`src/rtl/seg2_decode.sv`:
```
// Recovers a byte from a two-digit multiplexed 7-segment scan (active-low digit
// select and segments), publishing it when a low digit is followed by a high digit.
module seg2_decode #(
    parameter int unsigned TIMEOUT = 1024
) (
    input  logic       clk,
    input  logic       rst,
    input  logic [3:0] dig,
    input  logic [7:0] segments,
    output logic [7:0] data,
    output logic       data_valid,
    output logic       changed,
    output logic       code_err,
    output logic       locked
);

    localparam logic [15:0] TO = 16'(TIMEOUT);

    typedef enum logic {
        IDLE,
        GOT_LO
    } state_t;

    state_t      state, state_next;
    logic [3:0]  dig_q;
    logic [7:0]  seg_q;
    logic [3:0]  lo_buf;
    logic [15:0] cnt;
    logic [3:0]  nib;
    logic        seg_legal;
    logic        publish;
    logic        err;
    logic        lo_load;
    logic [7:0]  new_byte;
    logic        timeout_hit;

    always_ff @(posedge clk or posedge rst) begin
        if (rst) begin
            dig_q <= 4'b1111;
            seg_q <= 8'hff;
        end else begin
            dig_q <= dig;
            seg_q <= segments;
        end
    end

    always_comb begin
        seg_legal = 1'b1;
        nib       = 4'h0;
        case (seg_q)
            8'hc0: nib = 4'h0;
            8'hf9: nib = 4'h1;
            8'ha4: nib = 4'h2;
            8'hb0: nib = 4'h3;
            8'h99: nib = 4'h4;
            8'h92: nib = 4'h5;
            8'h82: nib = 4'h6;
            8'hf8: nib = 4'h7;
            8'h80: nib = 4'h8;
            8'h90: nib = 4'h9;
            8'h88: nib = 4'hA;
            8'h83: nib = 4'hB;
            8'hc6: nib = 4'hC;
            8'ha1: nib = 4'hD;
            8'h86: nib = 4'hE;
            8'h8e: nib = 4'hF;
            default: seg_legal = 1'b0;
        endcase
    end

    always_ff @(posedge clk or posedge rst) begin
        if (rst) state <= IDLE;
        else     state <= state_next;
    end

    // A high digit with no pending low digit is ignored outright, segments unchecked.
    always_comb begin
        state_next = state;
        publish    = 1'b0;
        err        = 1'b0;
        lo_load    = 1'b0;
        case (dig_q)
            4'b1111: ;
            4'b1110: begin
                if (seg_legal) begin
                    lo_load    = 1'b1;
                    state_next = GOT_LO;
                end else begin
                    err        = 1'b1;
                    state_next = IDLE;
                end
            end
            4'b1101: begin
                if (state == GOT_LO) begin
                    publish    = seg_legal;
                    err        = !seg_legal;
                    state_next = IDLE;
                end
            end
            default: begin
                err        = 1'b1;
                state_next = IDLE;
            end
        endcase
    end

    always_comb begin
        new_byte    = {nib, lo_buf};
        timeout_hit = (cnt >= TO - 16'd1);
    end

    always_ff @(posedge clk or posedge rst) begin
        if (rst) begin
            data       <= '0;
            data_valid <= 1'b0;
            changed    <= 1'b0;
            code_err   <= 1'b0;
            locked     <= 1'b0;
            lo_buf     <= '0;
            cnt        <= '0;
        end else begin
            data_valid <= publish;
            changed    <= publish && (new_byte != data);
            code_err   <= err;
            if (lo_load) lo_buf <= nib;
            if (publish) begin
                data   <= new_byte;
                locked <= 1'b1;
                cnt    <= '0;
            end else begin
                if (cnt != TO) cnt <= cnt + 16'd1;
                if (err || timeout_hit) locked <= 1'b0;
            end
        end
    end

endmodule

```
`config.mk`:
```
export PLATFORM = sky130hd
export DESIGN_NAME = seg2_decode
export DESIGN_NICKNAME = d
export VERILOG_FILES = /design/src/rtl/seg2_decode.sv
export SDC_FILE = /design/constraint.sdc
export NUM_CORES = 1
export LEC_CHECK = 0
export CAP_MARGIN = 40
export CORE_MARGIN = 2
export CORE_UTILIZATION = 60
export CTS_CLUSTER_DIAMETER = 150
export DETAILED_ROUTE_END_ITERATION = 12
export PLACE_DENSITY = 0.85
export SLEW_MARGIN = 20
export SYNTH_ARGS = -nofsm -noshare
export SYNTH_HDL_FRONTEND = slang
export SYNTH_SLANG_ARGS = --single-unit
```
`constraint.sdc`:
```
create_clock -name clk -period 3.5 [get_ports clk]
set_input_delay 0.35 -clock clk [delete_from_list [all_inputs] [get_ports clk]]
set_output_delay 0.35 -clock clk [all_outputs]
set_load 0.03 [all_outputs]
```
==> results.sh, run 1 <==
export IMPL_cts_setup_buffers=0
export IMPL_syn_num_nets=237
export IMPL_pwr_share_seq_pct=58.3
export IMPL_synth_avg_cell_area_sq_um=10.3
export IMPL_p_int_uw=781
export IMPL_initial_core_util_pct=62.0
export IMPL_hold_buffers=0
export IMPL_syn2layout_area_growth_pct=17.5
export IMPL_leakage_uw=0.00106
export IMPL_async_flop_share_pct=100
export IMPL_totalPowerFinal_uw=1050
export IMPL_post_cts_resized=0
export IMPL_ir_drop_uv=274
export IMPL_grt_ovfl_total=0
export IMPL_slew_headroom_pct=59.0
export IMPL_use_met3_pct=7.02
export IMPL_drtAntennaViolNets=0
export IMPL_design_die_area_sq_um=4290
export IMPL_grt_max_degree=22
export IMPL_p_sw_uw=272
export IMPL_drv_cap=0
export IMPL_rrSetupSlack_ns=0.99
export IMPL_swShare_pct=25.8
export IMPL_clk_insertion_delay_late_ns=0.31
export IMPL_ys_ff_latch=45
export IMPL_p_clk_share_pct=31.7
export IMPL_clk_path_buf_depth=2
export IMPL_yosysWarnings=0
export IMPL_numPortBuffers=25
export IMPL_yosysUniqueCellTypes=48
export IMPL_synth_ff_type="dfrtp_1"
export IMPL_holdCritPathClass="in2async"
export IMPL_synth_most_common_cell="dfrtp_1"
export IMPL_setup_violations=0
export IMPL_cp_required_ns=3.69
export IMPL_finalHoldViolations=0
export IMPL_cp_slowest_cell="dfstp_2"
export IMPL_cts_sinks=45
export IMPL_netlist_area_sq_um=2270
export IMPL_h_tree_depth=2
export IMPL_gp_congestion=0.803
export IMPL_synth_largest_area_cell="dfrtp_1"
export IMPL_crit_path_start_kind="register"
export IMPL_finalNetCount=263
export IMPL_wire_per_inst_um=13.6
export IMPL_fin_crit_sh_pct=71.7
export IMPL_grt_setup_unrepaired="no"
export IMPL_clockRootBuffer="clkbuf_8"
export IMPL_synth_edff_count=0
export IMPL_fillers=272
export IMPL_globalRouteTotalUtil_pct=22.0
export IMPL_arrival_ns=2.71
export IMPL_drt_total_wl_um=4030
export IMPL_grtUsageMet1_pct=28.9
export IMPL_grt_first_pass_wirelength_um=7120
export IMPL_crit_fanout=17
export IMPL_worst_setup_path_end_kind="register"
export IMPL_critical_path_max_stage_delay_ns=0.66
export IMPL_path_cells="or3b_2 -> a311oi_1 -> a221oi_2 -> a31oi_4 -> mux2_2"
export IMPL_multi_input_area_sq_um=1050
export IMPL_post_route_min_period_ns=2.51
export IMPL_die_w_um=65.5
export IMPL_yosysTopAreaCellShare_pct=36.4
export IMPL_postLayoutCellArea_sq_um=2670
export IMPL_antenna_found_initial=0
export IMPL_dr_pass1_iters=5
export IMPL_numCtsBuffers=5
export IMPL_busiest_layer="met2"
export IMPL_dpl_hpwl_um=2940
export IMPL_ys_top_cells_by_area="dfrtp_1, dfstp_2, xnor2_1"
export IMPL_grt_pass1_vias=1649
export IMPL_status="finished clean"
export IMPL_maxSlewViolCount=0
export IMPL_clock_fmax_ghz=0.398
export IMPL_num_antenna_cells=0
export IMPL_drc_errors=0
export IMPL_worst_slew_pin_slew_ns=0.616
export IMPL_cts_tree="done"
export IMPL_post_dp_cell_area_sq_um=2570
export IMPL_combPwrFrac_pct=10.0
export IMPL_io_pins=26
export IMPL_met2_usage_pct=33.8
export IMPL_clk_pin_slew_ns=0.09
export IMPL_viasPerCell=5.82
export IMPL_regArea_sq_um=1140
export IMPL_synthCells=221
export IMPL_worst_setup_path_type="reg2reg"
export IMPL_core_area_sq_um=3660
export IMPL_drive_gt1_share_pct=13.3
export IMPL_vias=1723
export IMPL_die_h_um=65.5
export IMPL_setup_tns_ns=0
export IMPL_num_rows=22
export IMPL_ys_top_cells_by_count="dfrtp_1, nor2_1, dfstp_2, nand2_1, xnor2_1"
export IMPL_power_density_nw_per_um2=395
export IMPL_skew_ns=0.0137
export IMPL_drt_iter0_markers=143
export IMPL_ys_seq_area_share_pct=50.2
## final cells by class
type / instances / share of cell area, %
sequential: 45 / 42.8
multi-input combinational: 160 / 39.4
timing repair buffer: 28 / 11.0
clock buffer: 6 / 3.09
tap: 48 / 2.25
inverter: 7 / 0.985
clock inverter: 2 / 0.516
## layer usage
layer	part of all wire (%)	wire length (um)
met5	0	0
met3	6.2	252
met1	45	1830
met2	46	1860
met4	2.0	82
## layout by cell type (no fill, tap or decap), types with 4 or more instances in the layout
cell type        count
dfrtp_1             33
nor2_1              27
clkdlybuf4s50_1     25
nand2_1             12
xnor2_1             12
dfstp_2             12
a21oi_1             10
xor2_1               9
nand2b_1             8
nor3_1               8
inv_1                7
nand3_1              6
clkbuf_8             6
nand3b_1             5
o21ai_0              5
nand4_1              5
o22ai_1              4
a31oi_1              4
nor3b_1              4
or3_1                4
mux2_2               4
## power by group through the flow
stage | clock, uW | combinational [uW] | sequential [uW]
floorplan | 0 | 83.9 | 604
global placement | 0 | 101 | 620
detailed placement | 0 | 106 | 622
CTS | 342 | 107 | 612
global route | 375 | 118 | 621
finish | 333 | 105 | 614
## registers in the layout, summed over array words and instances (netlist names)
register and cells:
changed 1, dig_q 4, lo_buf 4, data 8
data_valid 1, state 1, cnt 16, code_err 1
locked 1, seg_q 8
## worst max-delay path, delay by kind of cell (launching register included)
family / cells / cell delay [ns]
AO/OA/AOI/OAI: 3 / 0.88
flip-flops: 1 / 0.66
AND/OR/NAND/NOR: 1 / 0.46
multiplexers: 1 / 0.39
## per-stage QoR
stage / std cells / setup WS [ns] / util, % / hold WS (ns)
floorplan: 221 / 1.29 / - / 0.354
global placement: 287 / 1.08 / 69.5 / 0.514
detailed placement: 288 / 0.977 / 70.3 / 0.516
CTS: 296 / 0.975 / 72.9 / 0.393
global route: 296 / 0.847 / 72.9 / 0.425
finish: 296 / 0.989 / 72.9 / 0.381
## final timing paths
| kind | startpoint | to | cells past startpoint |
|---|---|---|---|
| setup / recovery | seg_q[1] | data[2] | 5 |
| hold / removal | rst | cnt[15] | 2 |
| setup reg to reg | seg_q[1] | data[2] | 5 |
| hold reg to reg | dig_q[2] | state | 2 |
| max in group asynchronous | rst | data[3] | 4 |
| min in group clk | dig[3] | dig_q[3] | 1 |
## cells by family after synthesis
group           after synthesis  synth area share (%)
buf+inv                      16                  3.42
simple gates                 95                  22.8
xor+xnor                     21                  8.10
flops                        45                  50.2
mux                           6                  2.86
fa+ha+maj                     2                  1.10
compound gates               36                  11.5
Power figures use the tool's default switching activity.
==> run 2: changes to the inputs <==
--- a/config.mk
+++ b/config.mk
@@ -7,10 +7,10 @@
 export LEC_CHECK = 0
 export CAP_MARGIN = 40
 export CORE_MARGIN = 2
-export CORE_UTILIZATION = 60
+export CORE_UTILIZATION = 50
 export CTS_CLUSTER_DIAMETER = 150
 export DETAILED_ROUTE_END_ITERATION = 12
-export PLACE_DENSITY = 0.85
+export PLACE_DENSITY = 0.75
 export SLEW_MARGIN = 20
 export SYNTH_ARGS = -nofsm -noshare
 export SYNTH_HDL_FRONTEND = slang
==> constraint.sdc (replaced) <==
create_clock -name clk -period 2.2 [get_ports clk]
set_input_delay 0.22 -clock clk [delete_from_list [all_inputs] [get_ports clk]]
set_output_delay 0.22 -clock clk [all_outputs]
set_load 0.03 [all_outputs]
==> run 2 against run 1 <==
  * The run now ends with negative setup slack left
  * Non-clock buffer count is 24 higher
  * Highest routed layer unchanged
  * Clock-buffer cell count is 1 higher
  * Critical path type unchanged
  * Critical endpoint is now data[1]
  * Setup slack worse by 0.99 ns
  * Largest power group unchanged
  * Total power is 74% higher
==> results.sh, run 2 (synthesis results as in run 1) <==
export IMPL_status="finished, violations left"
export IMPL_violations="negative setup slack"
export IMPL_setup_violations=4
export IMPL_arrival_ns=2.39
export IMPL_reg2reg_depth=7
export IMPL_vias=1817
export IMPL_finalNetCount=287
export IMPL_crit_path_start_kind="register"
export IMPL_antenna_found_initial=0
export IMPL_combPwrFrac_pct=11.8
export IMPL_drv_cap=0
export IMPL_drtAntennaViolNets=0
export IMPL_grt_first_pass_wirelength_um=7670
export IMPL_path_buf_inv=2
export IMPL_clock_fmax_ghz=0.453
export IMPL_p_int_uw=1380
export IMPL_preCtsSetupSlack_ns=-0.0656
export IMPL_die_w_um=71.4
export IMPL_hold_buffers=0
export IMPL_initial_core_util_pct=52.2
export IMPL_grt_setup_unrepaired="yes"
export IMPL_post_route_min_period_ns=2.21
export IMPL_dpl_hpwl_um=2960
export IMPL_syn2layout_area_growth_pct=34.0
export IMPL_io_pins=26
export IMPL_crit_fanout=5
export IMPL_path_cells="or3b_4 -> buf_6 -> nor3_4 -> a221oi_4 -> a31oi_4 -> buf_12 -> mux2_4"
export IMPL_cp_required_ns=2.39
export IMPL_drive_gt1_share_pct=25.4
export IMPL_finalHoldViolations=0
export IMPL_die_h_um=71.4
export IMPL_ir_drop_uv=442
export IMPL_p_clk_share_pct=34.9
export IMPL_place_inst=303
export IMPL_top_regs="cnt (16), data (8), seg_q (8)"
export IMPL_num_antenna_cells=0
export IMPL_clockRootBuffer="clkbuf_8"
export IMPL_fin_ws_ns=-0.00562
export IMPL_layout_commonest_cell="dfrtp_1"
export IMPL_p_sw_uw=449
export IMPL_grt_pass1_vias=1639
export IMPL_cts_sinks=45
export IMPL_drt_total_wl_um=4880
export IMPL_drt_iter0_markers=95
export IMPL_dr_pass1_iters=4
export IMPL_clk_path_buf_depth=2
export IMPL_cp_slowest_cell="dfstp_2"
export IMPL_holdPathStages=1
export IMPL_num_rows=24
export IMPL_numCtsBuffers=5
export IMPL_viasPerCell=5.61
export IMPL_slew_headroom_pct=64.1
export IMPL_numPortBuffers=25
export IMPL_final_cell_mix="dfrtp_1, nor2_1, clkdlybuf4s50_1, buf_4"
export IMPL_clk_insertion_delay_late_ns=0.29
export IMPL_worst_setup_path_end_kind="register"
export IMPL_pwr_share_seq_pct=53.3
export IMPL_leakage_uw=0.00122
export IMPL_swShare_pct=24.5
export IMPL_drc_errors=0
export IMPL_cts_tree="done"
export IMPL_crit_family="simple AND/OR/NAND/NOR gates"
export IMPL_skew_ns=0.00805
export IMPL_grt_max_degree=46
export IMPL_wire_per_inst_um=15.1
export IMPL_worst_setup_path_type="reg2reg"
export IMPL_globalRouteTotalUtil_pct=18.8
export IMPL_fin_cells=324
export IMPL_maxSlewViolCount=0
export IMPL_largest_register="cnt"
export IMPL_holdCritPathClass="in2reg"
export IMPL_design_die_area_sq_um=5100
export IMPL_largest_reg_flops=16
export IMPL_h_tree_depth=2
export IMPL_worst_slew_pin_slew_ns=0.539
export IMPL_clk_pin_slew_ns=0.08
export IMPL_power_density_nw_per_um2=601
export IMPL_fin_crit_sh_pct=100
export IMPL_core_area_sq_um=4350
export IMPL_crit_cells=7
export IMPL_critical_path_max_stage_delay_ns=0.53
export IMPL_grt_ovfl_total=0
export IMPL_gp_congestion=0.922
==> run 2: worst register-to-register path, cell delays in order, from the launching register on <==
cell,delay (ns)
dfstp_2,0.53
or3b_4,0.42
buf_6,0.14
nor3_4,0.18
a221oi_4,0.12
a31oi_4,0.25
buf_12,0.15
mux2_4,0.29
==> run 2: stage by stage <==
step | power, uW | area (sq um) | hold WS [ns] | utilization (%) | TNS, ns
floorplan | 1090 | 2270 | 0.224 | - | 0
global placement | 1160 | 2640 | 0.517 | 60.7 | -0.0269
detailed placement | 1160 | 2640 | 0.532 | 60.7 | -0.469
CTS | 1800 | 2800 | 0.322 | 64.3 | 0
global route | 1920 | 3040 | 0.323 | 69.9 | -0.478
finish | 1830 | 3040 | 0.329 | 69.9 | -0.00994
==> run 2: timing repair <==
item	CTS	global route
setup endpoints to repair	24	33
pin swaps	2	10
resized for setup	6	29
setup buffers	1	13
gates cloned	0	0
==> run 2: cell type report <==
| type | instances | area [sq um] |
|---|---|---|
| multi-input cells | 160 | 1200 |
| repair buffers | 52 | 485 |
| well taps | 52 | 65.1 |
| inverters | 7 | 26.3 |
| flip-flops and latches | 45 | 1150 |
| clock buffers | 7 | 86.3 |
| clock inverters | 1 | 30.0 |
| fillers | 310 | 1310 |
==> run 2: power by group through the flow <==
stage	Sequential, uW	Clock (uW)	Combinational (uW)
after CTS	973	647	184
after global routing	988	688	244
after global placement	985	0	174
after floorplan	961	0	134
after detailed placement	988	0	177
final	976	639	216
==> run 2: path summary, 6_finish.rpt <==
path,start,endpoint,slack (ns)
worst max-delay path,seg_q[7],data[1],-0.006
worst min register to register,dig_q[3],state,0.54
worst min-delay path,segments[4],seg_q[4],0.33
min in group asynchronous,rst,cnt[9],0.37
max in group asynchronous,rst,dig_q[0],1.46
worst max register to register,seg_q[7],data[1],-0.006
==> run 2: per-layer routing <==
| metal | vias up | track usage (%) | part of all wire (%) |
|---|---|---|---|
| li1 | 886 | - | - |
| met1 | 882 | 26.5 | 45 |
| met2 | 43 | 30.0 | 51 |
| met3 | 6 | 3.38 | 3.4 |
| met4 | 0 | 5.24 | 1.2 |
| met5 | - | 0 | 0 |
